## src/rtl/ama_add_if.sv

```systemverilog
// Bundle of the request, shared-adder and response signals around the add scheduler.
// The slave modport is the scheduler; the master modport is the client/adder side.
interface ama_add_if #(
   parameter int unsigned W = 24
);
   logic [3:0]     req_valid;
   logic [3:0]     req_ready;
   logic [4*W-1:0] req_a;
   logic [4*W-1:0] req_b;
   logic [3:0]     req_cin;
   logic [W-1:0]   add_a;
   logic [W-1:0]   add_b;
   logic           add_cin;
   logic [W-1:0]   add_s;
   logic           add_cout;
   logic           rsp_valid;
   logic           rsp_ready;
   logic [1:0]     rsp_id;
   logic [W-1:0]   rsp_sum;
   logic           rsp_cout;
   logic           busy;

   modport slave (
      input  req_valid, req_a, req_b, req_cin, add_s, add_cout, rsp_ready,
      output req_ready, add_a, add_b, add_cin, rsp_valid, rsp_id, rsp_sum, rsp_cout, busy
   );

   modport master (
      output req_valid, req_a, req_b, req_cin, add_s, add_cout, rsp_ready,
      input  req_ready, add_a, add_b, add_cin, rsp_valid, rsp_id, rsp_sum, rsp_cout, busy
   );
endinterface

```

## src/rtl/ama_add_scheduler.sv

```systemverilog
// Round-robin scheduler sharing one multi-cycle approximate adder among four requesters.
// Operands are registered and held for LAT cycles, then the raw sum is captured and
// returned with the owner ID over a valid/ready response channel.
module ama_add_scheduler #(
   parameter int unsigned W   = 24,
   parameter int unsigned LAT = 2    // legal range 1..7 (fits the 3-bit hold counter)
) (
   input logic      clk,
   input logic      rst_n,
   ama_add_if.slave bus
);

   typedef enum logic [1:0] {StIdle, StHold, StResp} state_e;

   state_e         state_q, state_d;
   logic [1:0]     ptr_q, ptr_d;
   logic [2:0]     cnt_q, cnt_d;
   logic [1:0]     id_q, id_d;
   logic [W-1:0]   add_a_q, add_a_d;
   logic [W-1:0]   add_b_q, add_b_d;
   logic           add_cin_q, add_cin_d;
   logic [W-1:0]   sum_q, sum_d;
   logic           cout_q, cout_d;

   logic [W-1:0]   op_a [4];
   logic [W-1:0]   op_b [4];
   logic           gnt_found;
   logic [1:0]     gnt_idx;
   logic [3:0]     req_ready;

   for (genvar i = 0; i < 4; i++) begin : g_unpack
      assign op_a[i] = bus.req_a[i*W +: W];
      assign op_b[i] = bus.req_b[i*W +: W];
   end

   // Round-robin search starting at ptr; first valid requester wins.
   always_comb begin
      gnt_found = 1'b0;
      gnt_idx   = ptr_q;
      for (int k = 0; k < 4; k++) begin
         if (!gnt_found && bus.req_valid[ptr_q + 2'(k)]) begin
            gnt_found = 1'b1;
            gnt_idx   = ptr_q + 2'(k);
         end
      end
   end

   // Grant is combinational and only in IDLE; forced low while reset is asserted.
   always_comb begin
      req_ready = '0;
      if (rst_n && state_q == StIdle && gnt_found) begin
         req_ready[gnt_idx] = 1'b1;
      end
   end

   // Next-state logic: grant in IDLE, count down in HOLD, wait for accept in RESP.
   always_comb begin
      state_d   = state_q;
      ptr_d     = ptr_q;
      cnt_d     = cnt_q;
      id_d      = id_q;
      add_a_d   = add_a_q;
      add_b_d   = add_b_q;
      add_cin_d = add_cin_q;
      sum_d     = sum_q;
      cout_d    = cout_q;
      unique case (state_q)
         StIdle: begin
            if (gnt_found) begin
               add_a_d   = op_a[gnt_idx];
               add_b_d   = op_b[gnt_idx];
               add_cin_d = bus.req_cin[gnt_idx];
               id_d      = gnt_idx;
               ptr_d     = gnt_idx + 2'd1;
               cnt_d     = 3'(LAT - 1);
               state_d   = StHold;
            end
         end
         StHold: begin
            if (cnt_q == 3'd0) begin
               // Raw adder output, approximation error included.
               sum_d   = bus.add_s;
               cout_d  = bus.add_cout;
               state_d = StResp;
            end else begin
               cnt_d = cnt_q - 3'd1;
            end
         end
         StResp: begin
            if (bus.rsp_ready) begin
               state_d = StIdle;
            end
         end
         default: state_d = StIdle;
      endcase
   end

   // State and datapath registers; reset discards any in-flight operation.
   always_ff @(posedge clk or negedge rst_n) begin
      if (!rst_n) begin
         state_q   <= StIdle;
         ptr_q     <= 2'd0;
         cnt_q     <= 3'd0;
         id_q      <= 2'd0;
         add_a_q   <= '0;
         add_b_q   <= '0;
         add_cin_q <= 1'b0;
         sum_q     <= '0;
         cout_q    <= 1'b0;
      end else begin
         state_q   <= state_d;
         ptr_q     <= ptr_d;
         cnt_q     <= cnt_d;
         id_q      <= id_d;
         add_a_q   <= add_a_d;
         add_b_q   <= add_b_d;
         add_cin_q <= add_cin_d;
         sum_q     <= sum_d;
         cout_q    <= cout_d;
      end
   end

   assign bus.req_ready = req_ready;
   assign bus.add_a     = add_a_q;
   assign bus.add_b     = add_b_q;
   assign bus.add_cin   = add_cin_q;
   assign bus.rsp_valid = (state_q == StResp);
   assign bus.rsp_id    = id_q;
   assign bus.rsp_sum   = sum_q;
   assign bus.rsp_cout  = cout_q;
   assign bus.busy      = (state_q != StIdle);

   // Invariants: at most one grant, never outside IDLE, adder inputs quiet outside IDLE.
   a_gnt_onehot : assert property (@(posedge clk) disable iff (!rst_n)
      $onehot0(req_ready));
   a_gnt_idle : assert property (@(posedge clk) disable iff (!rst_n)
      (state_q != StIdle) |-> (req_ready == 4'b0000));
   a_ops_stable : assert property (@(posedge clk) disable iff (!rst_n)
      (state_q != StIdle) |=> ($stable(add_a_q) && $stable(add_b_q) && $stable(add_cin_q)));

endmodule

```

## src/flat_wrapper.sv

```systemverilog
// flat-port wrapper written by rule: the top's interface ports become plain ports
module ama_add_scheduler_flat 
#(
   parameter int unsigned W   = 24,
   parameter int unsigned LAT = 2                                                     
)
  (clk, rst_n, bus_req_valid, bus_req_a, bus_req_b, bus_req_cin, bus_add_s, bus_add_cout, bus_rsp_ready, bus_req_ready, bus_add_a, bus_add_b, bus_add_cin, bus_rsp_valid, bus_rsp_id, bus_rsp_sum, bus_rsp_cout, bus_busy);
  ama_add_if #(.W(W)) bus_i ();
  input logic clk;
  input logic rst_n;
  input wire logic [$bits(bus_i.req_valid)-1:0] bus_req_valid;
  input wire logic [$bits(bus_i.req_a)-1:0] bus_req_a;
  input wire logic [$bits(bus_i.req_b)-1:0] bus_req_b;
  input wire logic [$bits(bus_i.req_cin)-1:0] bus_req_cin;
  input wire logic [$bits(bus_i.add_s)-1:0] bus_add_s;
  input wire logic [$bits(bus_i.add_cout)-1:0] bus_add_cout;
  input wire logic [$bits(bus_i.rsp_ready)-1:0] bus_rsp_ready;
  output wire logic [$bits(bus_i.req_ready)-1:0] bus_req_ready;
  output wire logic [$bits(bus_i.add_a)-1:0] bus_add_a;
  output wire logic [$bits(bus_i.add_b)-1:0] bus_add_b;
  output wire logic [$bits(bus_i.add_cin)-1:0] bus_add_cin;
  output wire logic [$bits(bus_i.rsp_valid)-1:0] bus_rsp_valid;
  output wire logic [$bits(bus_i.rsp_id)-1:0] bus_rsp_id;
  output wire logic [$bits(bus_i.rsp_sum)-1:0] bus_rsp_sum;
  output wire logic [$bits(bus_i.rsp_cout)-1:0] bus_rsp_cout;
  output wire logic [$bits(bus_i.busy)-1:0] bus_busy;
  assign bus_i.req_valid = bus_req_valid;
  assign bus_i.req_a = bus_req_a;
  assign bus_i.req_b = bus_req_b;
  assign bus_i.req_cin = bus_req_cin;
  assign bus_i.add_s = bus_add_s;
  assign bus_i.add_cout = bus_add_cout;
  assign bus_i.rsp_ready = bus_rsp_ready;
  assign bus_req_ready = bus_i.req_ready;
  assign bus_add_a = bus_i.add_a;
  assign bus_add_b = bus_i.add_b;
  assign bus_add_cin = bus_i.add_cin;
  assign bus_rsp_valid = bus_i.rsp_valid;
  assign bus_rsp_id = bus_i.rsp_id;
  assign bus_rsp_sum = bus_i.rsp_sum;
  assign bus_rsp_cout = bus_i.rsp_cout;
  assign bus_busy = bus_i.busy;
  ama_add_scheduler #(.W(W), .LAT(LAT)) u_core (.clk(clk), .rst_n(rst_n), .bus(bus_i));
endmodule
```

## config.mk

```make
export PLATFORM = sky130hd
export DESIGN_NAME = ama_add_scheduler_flat
export DESIGN_NICKNAME = d
export VERILOG_FILES = /design/src/rtl/ama_add_if.sv /design/src/rtl/ama_add_scheduler.sv /design/src/flat_wrapper.sv
export SDC_FILE = /design/constraint.sdc
export NUM_CORES = 1
export LEC_CHECK = 0
export CAP_MARGIN = 20
export CORE_MARGIN = 2
export CORE_UTILIZATION = 33
export DETAILED_ROUTE_END_ITERATION = 12
export GPL_ROUTABILITY_DRIVEN = 0
export PLACE_DENSITY = 0.79
export SLEW_MARGIN = 20
export SYNTH_ARGS = -nofsm -noshare
export SYNTH_HDL_FRONTEND = slang
export SYNTH_SLANG_ARGS = --single-unit
```

## constraint.sdc

```tcl
create_clock -name clk -period 2.35 [get_ports clk]
set_clock_uncertainty 0.1 [all_clocks]
set_input_delay 0.47 -clock clk [delete_from_list [all_inputs] [get_ports clk]]
set_output_delay 0.47 -clock clk [all_outputs]
set_load 0.02 [all_outputs]
```

==> metrics list, run 1 <==
- Result of the run: completed
- Critical path data arrival time: 1740 ps
- Max-cap violations in this run came to 0.
* Nets in the synthesized netlist: 947
* Non-filler instance count after layout: about 1300
- EDFF count, synth: 0
- Per report_power, the combinational group accounts for ~66% of the total.
- Hold is met by between 300 and 400 ps.
- Vias in the first global route: 7161
- Floorplan Core Area: approximately 0.018 sq mm
- Detail Placement HPWL: ~18000 um
- First-pass GRT wire length: approximately 40000 um
- Terminating pin of the worst hold path: u_core.cnt_q[0]
- The analysis attributes to net switching a power of approximately 5.3 mW.
- Path depth of the worst reg2reg path: 7
* Time the worst path needs with I/O delays and setup: ~2300 ps
- The worst pin sits at a relative slew slack of around 57%.
* Worst min-delay path class: flip-flop to flip-flop
- The commonest cells after synthesis are a21oi_1 (112), dfrtp_1 (83), nand2_1 (62).
* Number of hold violations in the final report: 0
- TritonCTS built the clock tree.
* Cell Rows: 49
- Along the worst path, the maximum fanout reaches 5.
- Setup repair after global routing missed its margin: true
- Clock Power Share: about an eighth
- Area of the die: roughly 0.02 sq mm
* Worst IR drop on VDD: ~0.69 mV
- The worst hold path begins at u_core.cnt_q[0].
* Proportion of layout cells with a drive suffix above 1: 16.6%
* Static Leak: between 3 and 4 nW
* Number of buffers on the longest clock path: 2
- Mean instance size in the synthesized netlist: between 8 and 9 sq um
- Post-Syn Instances: ~720
* Routed length per placed instance: between 20 and 25 um
- During I/O placement, the number of pins put on the boundary was 310.
- Biggest area contributors in the synthesized netlist: dfrtp_1 (34%), a21oi_1 (9.1%), a221oi_1 (5.9%), mux2_2 (4.6%), o2111ai_1 (4.3%)
* Endpoint class of the critical path: output port
- Cell with the largest stage delay on the worst path: dfrtp_2
- Before antenna repair, the detailed router went through 5 iterations.
* Startpoint kind of the worst setup timing path: flip-flop
- Most common cell in the synthesized netlist: a21oi_1
- At the placement stage, the worst setup path has a slack of -646 ps.
- Cell internal power was estimated by the tool at 6.65 mW.
- The clock tree synthesis step divided the H-tree into 3 levels.
- Sequential power share: about 22%
- The largest total area in the synthesized netlist belongs to dfrtp_1.
* Number of buffers added by the clock tree synthesis step: 9
- Static timing analysis puts the maximum clock frequency at ~430 MHz.
- Worst R2R Start: u_core.ptr_q[1]
* Peak per-stage delay on the critical path: ~450 ps
- Final setup violating endpoints: 0
* Drt via density: between 5 and 6
* Initial core utilization: between 30% and 40%
- Area fraction of the dominant cell type after synthesis: 33.9%
- Tightest Pin Transition: ~640 ps
- Chip width: between 100 and 150 um
* Number of vias in the routed layout: slightly above 7000
- Of all flip-flops after synthesis, the portion carrying an async set or reset was between 90% and 100%.
- Final ANT Viol Nets: 0
- In this run the tool buffered the top-level ports with 309 buffer cells.
- Placed instance count: ~1200
- Registers take ~0.0021 sq mm.
* Number of cells traversed by the worst hold path: 1
- Total Routing Usage GR: roughly a quarter
- Setup CP Type: flip-flop to output port
- Summed over all layers, the routed wires come to around 26000 um.
- The multi-input combinational cells in the finished layout cover a total of 0.00369 sq mm.
- Summing every instance area after synthesis gives around 0.0061 sq mm.
* Final Total Pwr: ~12 mW
- Overall overflow remaining after global route: 0
* DRC errors left: 0
* Filler Cell Count: ~1600
* Floorplan die height: approximately 140 um
- Sink count of the clock tree: 83
- Among all flip-flop cells after synthesis, the most frequent one is dfrtp_1.
- In this run the clock root is driven by a clkbuf_16.
* CP cell instances: buf_12, nor3b_4, a211oi_2, o32ai_4, and3_1, buf_6
- In the final design database the tool counted around 1200 nets.
* Critical R2R Capture: u_core.bus.add_b[11]
- Setup slack on the worst flop-to-flop path: between 150 and 200 ps
* Clock transition at path regs: about 60 ps
* Number of distinct library cells after synthesis: 51
- The initial antenna violation count came to 0.
* Power density relative to cell area: roughly 1200 mW/mm^2
- From synthesis to final layout, the design area changed by 66.5%.
- Final Max Slew Viols: 0
* DRC violation total after the first TritonRoute iteration: ~440
- Proportion of synthesized chip area in sequential cells: around a third
* Worst setup margin: between 30 and 40 ps
- Counting flops and latches in the post-synthesis netlist gives 83.
- Fraction of power spent switching nets: 44.4%
* Final clock period utilization by the worst path: between 90% and 100%
- The number of antenna diodes in the final layout is 0.
- YS warnings: 0
* Required @ worst endpoint: around 1800 ps
- Entering global routing, the biggest net connects 59 pins.
- For the worst-skew pair, the clock arrives at the later sink with an insertion delay of between 300 and 400 ps.
-- worst max-delay path, delay by kind of cell, from the launching register on --
kind,cells,cell delay (ps)
flops,1,450
simple gates,2,390
compound gates,2,300
buf+inv,2,260
-- registers in the layout (all words and copies together), names as in the netlist --
register / cells
u_core.bus.add_a: 24
u_core.bus.add_b: 24
u_core.bus.rsp_sum: 24
u_core.cnt_q: 3
u_core.bus.rsp_id: 2
u_core.ptr_q: 2
u_core.state_q: 2
u_core.bus.add_cin: 1
u_core.bus.rsp_cout: 1
-- how the worst max path moves through the flow --
stage / start / end / slack, ps / cells after the start
after floorplan: bus_req_valid[2] / bus_req_ready[1] / 70 / 6
after global placement: bus_req_valid[0] / bus_req_ready[3] / -630 / 7
after detailed placement: bus_req_valid[2] / bus_req_ready[1] / -650 / 7
after CTS: bus_req_valid[0] / bus_req_ready[2] / 6 / 7
after global routing: u_core.ptr_q[1] / bus_req_ready[1] / -30 / 6
final: u_core.ptr_q[1] / bus_req_ready[1] / 40 / 6
-- metrics by stage --
step | util [%] | cell area, sq um | TNS (ps)
final | 56.4 | 10200 | 0
after global routing | 56.4 | 10200 | -70.3
after CTS | 56.1 | 10100 | 0
after detailed placement | 54.1 | 9790 | -20320
after global placement | 54.1 | 9790 | -19140
after floorplan | - | 6130 | 0
-- power by group through the flow --
stage	sequential, mW	combinational [mW]	clock [mW]
6_report	2.62	7.86	1.50
5_1_grt	2.71	8.42	1.59
4_1_cts	2.63	7.80	1.54
3_5_place_dp	2.64	7.71	0
3_3_place_gp	2.61	7.58	0
2_1_floorplan	3.39	3.53	0
-- area by class of cell --
type / count / share of cell area [%]
well taps: 229 / 2.81
flip-flops and latches: 83 / 20.4
inverters: 23 / 0.846
repair buffers: 380 / 36.8
multi-input cells: 522 / 36.2
clock buffers: 9 / 2.21
clock inverters: 7 / 0.736
-- placed cells by master (no fill, tap or decap), types with 3 or more instances in the layout --
cell / count
buf_4: 59
and3_1: 3
o2111ai_1: 30
nor2_1: 57
o211ai_1: 20
clkbuf_16: 9
nand2b_1: 4
o311ai_0: 19
buf_6: 6
a21oi_1: 110
mux2_2: 25
a221oi_1: 41
nand2_1: 62
nand3b_1: 30
o21ai_0: 3
nor2b_1: 3
nor2b_2: 4
a221oi_2: 8
a31o_2: 18
buf_12: 10
dfrtp_1: 82
inv_1: 22
o2111a_1: 19
clkdlybuf4s50_1: 300
a31o_1: 12
o21ai_1: 20
-- repair_timing --
action	4_1_cts	5_1_grt
endpoints found under the hold margin	6	0
gates cloned	1	0
endpoints found under the setup margin	30	9
hold buffers	1	0
pin swaps	4	4
setup buffers	1	1
resized for setup	33	10
-- layer usage --
layer	global-route usage [%]	up-vias	part of all wire (%)
met4	6.91	0	2.1
met5	0	-	0
met3	7.21	40	9.0
li1	-	3364	-
met2	44.7	323	50
met1	30.4	3462	39
-- kinds of logic after synthesis --
family	Yosys count	synth area share [%]
DFF	83	33.9
buffers and inverters	112	8.33
adders and majority gates	2	0.408
muxes	25	4.59
and+or+nand+nor	177	14.2
xor gates and xnor gates	1	0.143
AOI/OAI and AO/OA	317	38.5
(Power assumes the default switching activity.)
==> run 2, diff against run 1 <==
--- a/config.mk
+++ b/config.mk
@@ -10,7 +10,7 @@
 export CORE_UTILIZATION = 33
 export DETAILED_ROUTE_END_ITERATION = 12
 export GPL_ROUTABILITY_DRIVEN = 0
-export PLACE_DENSITY = 0.79
+export PLACE_DENSITY = 0.68
 export SLEW_MARGIN = 20
 export SYNTH_ARGS = -nofsm -noshare
 export SYNTH_HDL_FRONTEND = slang
==> run 2 against run 1 <==
  * Clock power grew 7%
  * Global-route usage down 0.61 points
  * First-iteration DRC count down 35%
  * Non-clock buffer count fell by 5
  * Sequential power is essentially flat
  * Die area did not move
  * Total power fell by 0.76%
  * Critical path type is now input pin to output port
  * Critical endpoint is now bus_req_ready[2]
  * Largest cell class unchanged
==> metrics list, run 2 (synthesized netlist as in run 1, its figures left out) <==
- First-pass GRT wire length: just under 40000 um
- Detail Placement HPWL: ~18000 um
- The cell sitting at the root of the clock tree is a clkbuf_16.
- The number of placed instances, taps included, is roughly 1200.
- Area added between synthesis and finish: 66.0%
- The count of cells in the finished layout, fillers not included, comes to ~1200.
- Clock Power Share: between 10% and 20%
* Worst setup margin: roughly 45 ps
- Area of the die: 0.0197 sq mm
* Startpoint kind of the worst setup timing path: input pin
* Timing-limited maximum frequency: roughly 430 MHz
* Initial antenna violation count: 1
* Routed length per placed instance: 19.9 um
* Endpoint class of the critical path: output port
- The net count of the finished layout is around 1200.
- Post-layout instance area: between 0.01 and 0.015 sq mm
- Dpl cell area: between 0.009 and 0.01 sq mm
- Most frequent cells in the layout: clkdlybuf4s50_1 (299), a21oi_1 (112), dfrtp_1 (81)
- Time the worst path needs with I/O delays and setup: roughly 2300 ps
* Drt via density: around 5.7
- Buffers inserted during clock tree synthesis total 9.
* Tightest Pin Transition: approximately 680 ps
* Filler Cell Count: approximately 1600
- After the first detailed-routing iteration, the DRC count stood at ~290.
- Proportion of layout cells with a drive suffix above 1: 15.9%
* Critical path data arrival time: ~1700 ps
* Vias in the first global route: roughly 7000
- Insertion delay to the later sink of the worst-skew pair: between 300 and 400 ps
- Registers are responsible for between 20% and 30% of the overall power.
* Cell Rows: 49
- The number of max-slew violations in the final report was 0.
- The worst register-to-register path has a setup slack of 200 ps.
- On the final layout, the worst hold slack is 359 ps.
- The count of nets left with antenna violations once routing finished came out at 0.
* I/O Pins: between 300 and 400
- IR analysis of the VDD net gives a maximum drop of about 0.72 mV.
* Net switching power: 5.16 mW
- Setup repair after global routing could not meet its margin everywhere.
- The design draws about 12 mW.
- Number of detailed-route iterations in the first pass: 5
- Initial core utilization: between 30% and 40%
* Final-layout setup total negative slack: 0 ps
- The startpoint identified for the worst register-to-register timing path is u_core.ptr_q[0].
- TritonCTS built the clock tree.
- Chip width: ~140 um
- In this run the worst path has a maximum fanout of 7.
- Floorplan Core Area: between 0.015 and 0.02 sq mm
- The die is between 100 and 150 um tall.
* Maximum level of the CTS H-tree: 3
* Dpl ws: -785 ps
* Total Routing Usage GR: 24.8%
- Leading cell type in the layout, fill and taps excluded: clkdlybuf4s50_1
- The most critical setup path has its startpoint at bus_req_valid[2].
- Path depth of the worst reg2reg path: 8
* Maximum number of pins on one net before global-route repair: 61
* Overall overflow remaining after global route: 0
* Worst slew margin: 54.5%
- In this run the deepest clock path goes through 2 buffers.
- Power spread over the standard cell area amounts to roughly 1200 mW/mm^2.
* DRC errors left: 0
* Final setup violating endpoints: 0
* Final clock period utilization by the worst path: between 90% and 100%
* Gate power share: 64.6%
- Result of the run: completed
* Number of hold violations in the final report: 0
- Final WL: between 20000 and 25000 um
* Static Leak: between 3 and 4 nW
* Sink count of the clock tree: 83
- The setup path with the least slack is of type input pin to output port.
- In this run the tool buffered the top-level ports with between 300 and 400 buffer cells.
- Internal power: between 6 and 7 mW
- Net switching is a little over two fifths of the power.
* Required @ worst endpoint: about 1800 ps
- Once layout is complete, the utilization of the core stands at 56.2%.
- The worst register-to-register path ends at u_core.bus.add_a[13].
- The tightest min-delay check is of the input pin to asynchronous set/reset pin type.
* Number of vias in the routed layout: ~7100
- Clock transition at path regs: roughly 70 ps
- The tool flagged a number of max-cap violations equal to 0.
-- run 2: cell types whose count changed in the layout (fill, tap and decap cells not counted), moves of 2 or more --
cell             change
a21oi_1              +2
a21oi_2              -2
buf_6                -5
clkdlybuf4s15_2      +2
clkinv_2             -2
-- run 2: area by class of cell --
cell class,count,area [sq um],area share [%]
flip-flops and latches,83,2080,20.4
clock buffers,10,239,2.35
inverters,23,86.3,0.849
repair buffers,375,3730,36.7
diodes,1,2.50,0.0246
clock inverters,6,95.1,0.935
well taps,229,287,2.82
multi-input cells,522,3650,35.9
-- run 2: worst max path at each step --
stage / end / slack, ps / cells after the start
6_report: bus_req_ready[2] / 50 / 6
3_5_place_dp: bus_req_ready[2] / -780 / 6
5_1_grt: bus_req_ready[2] / -1 / 6
3_3_place_gp: bus_req_ready[2] / -740 / 7
2_1_floorplan: bus_req_ready[1] / 70 / 6
4_1_cts: bus_req_ready[2] / 20 / 6
-- run 2: power by group through the flow --
stage / sequential (mW) / clock [mW] / combinational (mW)
finish: 2.60 / 1.61 / 7.68
global route: 2.71 / 1.72 / 8.30
CTS: 2.60 / 1.66 / 7.74
detailed placement: 2.61 / 0 / 7.69
global placement: 2.59 / 0 / 7.62
floorplan: 3.39 / 0 / 3.53
-- run 2: worst max-delay path: stages --
cell and delay, ps:
clkdlybuf4s15_2 240, bufbuf_16 290, nor4_4 290, nor2_4 90, and3_1 190, buf_4 150
-- run 2: layer usage --
metal | wire length (um) | up-vias | GRT usage, %
li1 | - | 3353 | -
met1 | 10100 | 3383 | 30.4
met2 | 12000 | 300 | 42.5
met3 | 2170 | 31 | 6.63
met4 | 514 | 0 | 7.87
met5 | 0 | - | 0
-- run 2: timing repair --
item / 4_1_cts / 5_1_grt
resized for setup: 32 / 2
hold buffers: 1 / 0
buffers inserted: 2 / 0
endpoints found under the setup margin: 51 / 2
endpoints found under the hold margin: 1 / 0
gates cloned: 1 / 0
pin swaps: 3 / 1
==> run 3, diff against run 2 <==
--- a/config.mk
+++ b/config.mk
@@ -6,6 +6,7 @@
 export NUM_CORES = 1
 export LEC_CHECK = 0
 export CAP_MARGIN = 20
+export CORE_ASPECT_RATIO = 0.5
 export CORE_MARGIN = 2
 export CORE_UTILIZATION = 33
 export DETAILED_ROUTE_END_ITERATION = 12
==> run 3 against run 2 <==
  * Sequential power about the same
  * Die area up 0.33%
  * Sequential cell count is the same
  * Register-to-register slack lost 20 ps
  * Sequential share of layout area about the same
  * Largest power group unchanged
  * Clock power shrank 6%
  * Global-route usage is 0.48 points lower
  * Final area is 0.20% lower
  * Critical endpoint is now bus_req_ready[1]
  * Non-clock buffer count stayed put
  * Highest routed layer unchanged
  * First-iteration DRC count is 100% higher
==> metrics list, run 3 (synthesized netlist as in run 1, its figures left out) <==
- First-pass GRT wire length: 37900 um
- Net switching is a little over two fifths of the power.
* Setup CP Type: flip-flop to output port
- TritonCTS clock tree: built
- After clock tree synthesis, the clock-pin slew on the worst setup and hold paths is approximately 70 ps.
- Maximum level of the CTS H-tree: 3
* Critical path data arrival time: 1760 ps
* Initial antenna violation count: 1
- After layout, the worst path uses approximately 100% of the clock period.
- Worst min-delay path class: input pin to asynchronous set/reset pin
- Sink count of the clock tree: 83
- The pre-antenna-repair detailed-routing pass consisted of 5 iterations.
- Worst slew margin: 47.1%
- Gate power share: between 60% and 70%
- Hold repair after CTS inserted 0 buffers.
* Clock root buffer: clkbuf_16
* Most frequent cells in the layout: clkdlybuf4s50_1 (299), a21oi_1 (110), dfrtp_1 (81)
- Of the cells placed in the final design, the portion with a size suffix greater than 1 is around 16%.
- Cell Rows: 35
* Clock Power Share: between 10% and 20%
- The clock reaches the later pin of the worst-skew pair after between 300 and 400 ps.
- The die is between 100 and 150 um tall.
- Global routing finished with a remaining overflow of 0.
- Routed length per placed instance: roughly 20 um
- Number of maximum-capacitance constraint violations: 0
- In this run the worst path has a maximum fanout of 6.
* I/O Pins: 310
* Final #Nets: 1244
- The number of cells on the worst reg-to-reg path is 8.
- Number of vias in the routed layout: between 7000 and 8000
- The tightest hold path in the finished design has a slack of slightly below 70 ps.
* Final ANT Viol Nets: 0
- Initial core utilization: 33.5%
* Number of hold violations in the final report: 0
- Floorplan Core Area: about 0.018 sq mm
- Placed instance count: between 1000 and 1500
- Sequential power share: between 20% and 30%
- At the pin with the least slew margin, the transition time is about 800 ps.
* Vias in the first global route: between 6000 and 7000
- Net switching power: 5.23 mW
- Area of the die: about 0.020 sq mm
- The longest clock path from root to sink contains 2 buffers.
- STA classifies the critical path startpoint as a flip-flop.
- Result of the run: completed
- In this run the static leakage power is 3.84 nW.
* Final WL: approximately 25000 um
* Leading cell type in the layout, fill and taps excluded: clkdlybuf4s50_1
* Endpoint class of the critical path: output port
- Data on the critical path is required at its endpoint by between 1500 and 2000 ps.
- In the routed layout, each cell is associated on average with a via count of 5.65.
- In this run the horizontal extent of the chip is slightly below 200 um.
* Timing-limited maximum frequency: between 400 and 500 MHz
* Final Max Slew Viols: 0
- In the routed design, unresolved DRC markers number 0.
- Across every metal layer, demand over resource in global routing totals roughly a quarter.
* Worst IR drop on VDD: approximately 0.73 mV
- DRC violation total after the first TritonRoute iteration: ~580
* Internal power: around 6.7 mW
- Relative to the synthesized area, the layout overhead comes to 65.7%.
* Time the worst path needs with I/O delays and setup: 2330 ps
- Port buffer count: 309
- In this run the power density over the cells is ~1200 mW/mm^2.
- Entering global routing, the biggest net connects a little over 60 pins.
- Setup repair after global routing missed its margin: true
- Once layout is complete, the cells apart from fillers number between 1000 and 1500.
- Number of buffers added by the clock tree synthesis step: 9
- Detail Placement HPWL: 18200 um
* Final setup violating endpoints: 0
## run 3: per-stage QoR
stage	power (mW)	util (%)	instance area [sq um]	TNS, ps	setup slack, ps
3_5_place_dp	10.2	53.2	9730	-22140	-657
6_report	11.9	55.5	10200	0	24.2
4_1_cts	11.8	54.9	10100	0	2.47
3_3_place_gp	10.1	53.2	9730	-20910	-645
2_1_floorplan	6.92	-	6130	0	70.7
5_1_grt	12.7	55.5	10200	-137	-68.3
## run 3: path summary, 6_finish.rpt
path / start / to / slack (ps)
min in group clk: u_core.cnt_q[0] / u_core.cnt_q[0] / 360
setup reg to reg: u_core.ptr_q[0] / u_core.bus.add_b[20] / 180
max in group asynchronous: rst_n / u_core.bus.add_a[1] / 1370
hold / removal: rst_n / u_core.bus.add_b[12] / 70
hold reg to reg: u_core.cnt_q[0] / u_core.cnt_q[0] / 360
setup / recovery: u_core.ptr_q[0] / bus_req_ready[1] / 20
## run 3: metal layers
metal	wire length (um)	vias to the layer above	global-route usage (%)	share of wire, %
li1	-	3363	-	-
met1	10800	3491	32.1	44
met2	12100	235	41.3	49
met3	1430	30	5.01	5.8
met4	442	0	5.44	1.8
met5	0	-	0	0
## run 3: power groups by stage
stage / sequential, mW / clock (mW) / combinational, mW
2_1_floorplan: 3.39 / 0 / 3.53
3_3_place_gp: 2.57 / 0 / 7.52
3_5_place_dp: 2.60 / 0 / 7.64
4_1_cts: 2.59 / 1.55 / 7.68
5_1_grt: 2.70 / 1.61 / 8.40
6_report: 2.61 / 1.52 / 7.80
## run 3: cell type report
type | instances | area, sq um
Clock inverter | 4 | 56.3
Timing Repair Buffer | 375 | 3700
Tap cell | 240 | 300
Sequential cell | 83 | 2080
Fill cell | 1656 | 8150
Inverter | 23 | 86.3
Antenna cell | 1 | 2.50
Multi-Input combinational cell | 522 | 3670
Clock buffer | 12 | 256
## run 3: critical path, cell delays in order, from the launching register on
cell	delay [ps]
dfrtp_2	460
nor3b_2	200
a211oi_1	60
buf_4	150
o32ai_4	200
and3_1	180
buf_4	150
## run 3: repair_timing
| item | 4_1_cts | 5_1_grt |
|---|---|---|
| setup endpoints to repair | 40 | 5 |
| gates cloned | 0 | 1 |
| resized for setup | 28 | 15 |
| setup buffers | 0 | 2 |
| pin swaps | 0 | 4 |
